===== config.mk =====
export PLATFORM = sky130hd
export DESIGN_NAME = serial_add_seq
export DESIGN_NICKNAME = d
export VERILOG_FILES = /design/src/rtl/serial_add_seq.sv
export SDC_FILE = /design/constraint.sdc
export NUM_CORES = 1
export LEC_CHECK = 0
export ABC_CLOCK_PERIOD_IN_PS = 3300
export BUFFER_PORTS_ARGS = -buffer_cell sky130_fd_sc_hd__buf_2
export CAP_MARGIN = 40
export CORE_UTILIZATION = 45
export CTS_CLUSTER_SIZE = 16
export DETAILED_ROUTE_END_ITERATION = 6
export PLACE_DENSITY = 0.69
export SLEW_MARGIN = 20
export SYNTH_ARGS = -nofsm -noshare
export SYNTH_HDL_FRONTEND = slang
export SYNTH_SLANG_ARGS = --single-unit

===== constraint.sdc =====
create_clock -name clk -period 3.3 [get_ports clk]
set_clock_uncertainty 0.15 [all_clocks]
set_input_delay 0 -clock clk [delete_from_list [all_inputs] [get_ports clk]]
set_output_delay 0 -clock clk [all_outputs]
set_load 0.005 [all_outputs]

===== src/rtl/serial_add_seq.sv =====
// Multi-cycle WIDTH-bit adder (A + B + Cin) that reuses one external 2-bit
// carry-chain slice, LSB pair first.
//
// state | meaning
// IDLE  | waiting for start; slice inputs held at 0
// RUN   | one operand pair per cycle through the slice; busy=1
// DONE  | one-cycle done pulse; sum/cout valid; start may retrigger
module serial_add_seq #(
  parameter int WIDTH = 8
) (
  input  logic             clk,
  input  logic             reset_n,
  input  logic             start,
  input  logic             abort,
  input  logic [WIDTH-1:0] a,
  input  logic [WIDTH-1:0] b,
  input  logic             cin,
  output logic             busy,
  output logic             done,
  output logic [WIDTH-1:0] sum,
  output logic             cout,
  output logic [1:0]       slice_a,
  output logic [1:0]       slice_b,
  output logic             slice_cin,
  input  logic [1:0]       slice_sum,
  input  logic             slice_cout
);

  localparam int HALF  = WIDTH / 2;
  localparam int CNT_W = $clog2(HALF) + 1;
  localparam logic [CNT_W-1:0] LAST_CNT = CNT_W'(HALF - 1);

  if ((WIDTH < 2) || ((WIDTH % 2) != 0)) begin : g_bad_width
    $error("serial_add_seq: WIDTH must be even and >= 2");
  end

  typedef enum logic [1:0] {
    ST_IDLE = 2'd0,
    ST_RUN  = 2'd1,
    ST_DONE = 2'd2
  } state_t;

  state_t           state_q,  state_d;
  logic [WIDTH-1:0] op_a_q,   op_a_d;
  logic [WIDTH-1:0] op_b_q,   op_b_d;
  logic             carry_q,  carry_d;
  logic [WIDTH-1:0] acc_q,    acc_d;
  logic [CNT_W-1:0] cnt_q,    cnt_d;
  logic [WIDTH-1:0] sum_q,    sum_d;
  logic             cout_q,   cout_d;

  // New slice result enters at the top; after HALF shifts the LSB pair
  // produced first has reached bit 0.
  logic [WIDTH-1:0] acc_next;
  assign acc_next = WIDTH'({slice_sum, acc_q} >> 2);

  always_ff @(posedge clk or negedge reset_n) begin
    if (!reset_n) begin
      state_q <= ST_IDLE;
      op_a_q  <= '0;
      op_b_q  <= '0;
      carry_q <= 1'b0;
      acc_q   <= '0;
      cnt_q   <= '0;
      sum_q   <= '0;
      cout_q  <= 1'b0;
    end else begin
      state_q <= state_d;
      op_a_q  <= op_a_d;
      op_b_q  <= op_b_d;
      carry_q <= carry_d;
      acc_q   <= acc_d;
      cnt_q   <= cnt_d;
      sum_q   <= sum_d;
      cout_q  <= cout_d;
    end
  end

  always_comb begin
    state_d   = state_q;
    op_a_d    = op_a_q;
    op_b_d    = op_b_q;
    carry_d   = carry_q;
    acc_d     = acc_q;
    cnt_d     = cnt_q;
    sum_d     = sum_q;
    cout_d    = cout_q;
    slice_a   = 2'b00;
    slice_b   = 2'b00;
    slice_cin = 1'b0;

    case (state_q)
      ST_IDLE, ST_DONE: begin
        // start beats abort here; abort only matters mid-run
        if (start) begin
          op_a_d  = a;
          op_b_d  = b;
          carry_d = cin;
          acc_d   = '0;
          cnt_d   = '0;
          state_d = ST_RUN;
        end else begin
          state_d = ST_IDLE;
        end
      end

      ST_RUN: begin
        slice_a   = op_a_q[1:0];
        slice_b   = op_b_q[1:0];
        slice_cin = carry_q;
        if (abort) begin
          state_d = ST_IDLE;
        end else begin
          acc_d   = acc_next;
          carry_d = slice_cout;
          op_a_d  = op_a_q >> 2;
          op_b_d  = op_b_q >> 2;
          cnt_d   = cnt_q + CNT_W'(1);
          if (cnt_q == LAST_CNT) begin
            sum_d   = acc_next;
            cout_d  = slice_cout;
            state_d = ST_DONE;
          end
        end
      end

      default: state_d = ST_IDLE;
    endcase
  end

  assign busy = (state_q == ST_RUN);
  assign done = (state_q == ST_DONE);
  assign sum  = sum_q;
  assign cout = cout_q;

endmodule


==> impl.org <==
** CTS
- The later pin in the worst-skew pair is clocked with a latency of 340 ps.
- TritonCTS created 5 clock buffers.
- Number of buffers inserted by hold repair at cts :: 24
- CTS root buffer :: sky130_fd_sc_hd__clkbuf_4
- The number of gates resized after CTS was 0.
- Once the clock tree was built, the setup fixing pass inserted 0 buffers.
- The clock passes through at most 2 buffers.
- TritonCTS built the clock tree.
- Clock H-tree levels :: 2
- Clock-pin slew on the worst setup and hold paths :: 100 ps
- Count of clock tree sinks :: 37

** Critical path
- CP Cell Sequence :: nor3b_2, buf_4, and2_1, mux2_2
- Critical Path AT :: 1940 ps
- By startpoint and endpoint, the worst setup path is classified as register to register.
- Top cell family by delay on the critical path :: simple AND/OR/NAND/NOR gates
- CP endpoint kind :: register
- Slowest cell on crit path :: sky130_fd_sc_hd__dfrtp_1
- The number of buffers and inverters on the critical path is 1.
- At the worst endpoint, the required time is ~3400 ps.
- Max Fanout on Critical Path :: 13
- In this design, the stage delay of the slowest critical-path cell is around 430 ps.
- Category of the worst setup path launch point :: register

** GRT
- The first global-routing pass estimated roughly 5.7 mm of wire.
- Leftover overflow at the end of global routing :: 0
- Largest net degree at the start of global routing :: 38
- Number of global-route vias before repair :: around 1300
- GRT Resource Usage Total :: 0.1867
- Antenna violations before repair :: 0

** Place
- Global placer's final weighted congestion :: 0.6803
- Port buffer count :: 39
- Placed Cells incl. Taps :: 225
- Detailed placement finished with a half-perimeter wire length of around 2.0 mm.

** Timing
- Total count of hold-check failures in the final report :: 16
- Subtracting the final worst setup slack from the clock period gives 1861 ps.
- Hold Slack :: -25.66 ps
- Setup repair after global routing left no endpoint under its margin.
- Headroom to the max-slew limit came out at 0.4909.
- Setup violations remaining at the end of the flow were counted as 0.
- Final clock period utilization by the worst path :: 0.5639
- Worst-Margin Slew :: 763.7 ps
- After routing, the total negative slack on setup checks comes to 0 ps.
- Derived from the worst setup path, the maximum achievable clock frequency is 537.4 MHz.
- Pins Over Slew Limit :: 0

** Flow run
- Number of max-cap violations :: 0

** Die
- The die is 62.40 um wide.
- Vertical die dimension :: ~62 um
- Number of I/O pins :: 40
- Initial Util :: 0.4806
- The floorplan step defined a core boundary enclosing 3416 sq um.
- Full die area :: 3894 sq um
- After floorplanning, the core was divided into 21 placement rows.

** Logic synthesis
- Of all flip-flops after synthesis, the portion carrying an async set or reset was 1.000.
- For this run, the number of Yosys warnings is 0.
- The share of the Yosys chip area taken by registers is 0.5640.
- Instance count of the mapped netlist :: 150
- After synthesis, the mean cell area works out to 10.94 sq um.
- Number of enable-type register cells in the synthesized netlist :: 0
- Cell variety after synth :: 22
- Synth Cell Area :: 1642 sq um
- Net Count, Synth :: 176
- Yosys reg bits :: 37
- Prevailing post-synth register cell :: sky130_fd_sc_hd__dfrtp_1

** Run status
- Failing checks :: hold timing
- Result of the run :: finished with violations

** Detailed routing
- Routed wire length :: around 3.2 mm
- Once detail routing completed, the nets flagged for antenna violations numbered 0.
- Across all layers, the routed design uses 1325 vias.
- For this run, the detailed router's first-pass iteration total came to 4.
- Iteration-0 DRC Markers :: 64
- After detailed routing, the number of remaining DRC violations is 0.
- In the final routed layout, each cell accounts on average for 12.51 um.
- Dividing the detail-routed via count by the number of cells gives around 5.1.

** Final layout
- In the layout the commonest cells are 39 x sky130_fd_sc_hd__buf_2, 37 x sky130_fd_sc_hd__dfrtp_1, 24 x sky130_fd_sc_hd__dlygate4sd3_1.
- Number of diodes added for antenna fixing :: 0
- The final layout contains 238 nets.
- Area occupied by registers :: 925.9 sq um
- After filler insertion, the fill cell instance count of the layout stands at 305.
- Count of placed standard cells in the final layout, fillers left out :: 259
- Summing all multi-input logic gate instances after layout gives 620.6 sq um.
- Leading cell type in the layout, fill and taps excluded :: sky130_fd_sc_hd__buf_2
- The area growth from synthesis to layout is 32.24%.
- Share of layout cells above drive strength 1 :: 0.3192

** Power and ir drop
- Leakage component of the power :: 1.079 nW
- For this design the ratio of total power to cell area is 539.9 nW/um^2.
- Worst vdd ir :: 0.2632 mV

** Min path
- The path class of the tightest hold or removal check is primary input to asynchronous set/reset pin.
-- registers in the layout, indices dropped and copies added (netlist names) --
| signal | cells |
|---|---|
| acc_q | 6 |
| carry_q | 1 |
| cnt_q | 3 |
| cout | 1 |
| op_a_q | 8 |
| op_b_q | 8 |
| state_q | 2 |
| sum | 8 |
-- cell families (layout without fill, tap and decap cells) --
logic type,Yosys count,after routing,synth area share
and+or+nand+nor,63,63,0.1875
muxes,9,9,0.06174
buffers and inverters,13,76,0.05792
adders and majority gates,2,2,0.01524
DFF,37,37,0.5640
AOI/OAI and AO/OA,26,26,0.1136
-- cell type report --
class / instances / share of cell area
multi-input cells: 100 / 0.2859
flip-flops and latches: 37 / 0.4265
inverters: 1 / 0.001729
clock inverters: 1 / 0.002305
repair buffers: 67 / 0.2271
clock buffers: 7 / 0.02997
well taps: 46 / 0.02651
-- worst paths after layout --
path / depth (start not counted) / from / slack (ps) / end
worst min-delay path: 2 / reset_n / -30 / op_a_q[3]
min in group clk: 3 / start / 120 / state_q[0]
worst min register to register: 1 / cnt_q[0] / 350 / cnt_q[0]
max in group asynchronous: 3 / reset_n / 2590 / op_b_q[3]
worst max register to register: 4 / state_q[1] / 1440 / sum[4]
worst max-delay path: 4 / state_q[1] / 1440 / sum[4]
-- through the flow --
step / power (mW) / cell area, sq um / hold slack, ps / setup WS [ps] / utilization
2_1_floorplan: 0.8029 / 1642 / -445.6 / 1760 / -
5_1_grt: 1.254 / 2171 / 17.34 / 1282 / 0.6355
3_3_place_gp: 0.8701 / 1810 / -22.71 / 1357 / 0.5300
6_report: 1.172 / 2171 / -25.66 / 1439 / 0.6355
4_1_cts: 1.177 / 2136 / 130.4 / 1147 / 0.6253
3_5_place_dp: 0.8893 / 1826 / -9.517 / 1410 / 0.5344
-- Yosys cell counts, drive strengths merged (2+ instances only) --
cell type / n / share of area
and2: 6 / 0.023
nor2: 13 / 0.030
ha: 2 / 0.015
o21ai: 2 / 0.0061
dfrtp: 37 / 0.56
buf: 12 / 0.056
nand3: 19 / 0.058
o22ai: 13 / 0.072
a21oi: 10 / 0.030
nand2: 15 / 0.034
nor3: 3 / 0.0091
mux2: 9 / 0.062
nor2b: 2 / 0.0076
-- worst register-to-register path: stages, from the launching register on --
cell and delay, ps:
sky130_fd_sc_hd__dfrtp_1 430, sky130_fd_sc_hd__nor3b_2 160, sky130_fd_sc_hd__buf_4 210, sky130_fd_sc_hd__and2_1 420, sky130_fd_sc_hd__mux2_2 390
-- report_power, final --
part	switching (mW)	internal, mW	total, mW
sequential	0.0553	0.550	0.606
combinational	0.144	0.157	0.301
clock	0.142	0.123	0.266
-- layer usage --
metal  part of all wire  global-route usage
met4              0.018             0.07849
met5                  0                   0
met1               0.45              0.2272
met2               0.49              0.3193
met3              0.044             0.04015
Note: power is estimated with default switching activity, not from simulation.
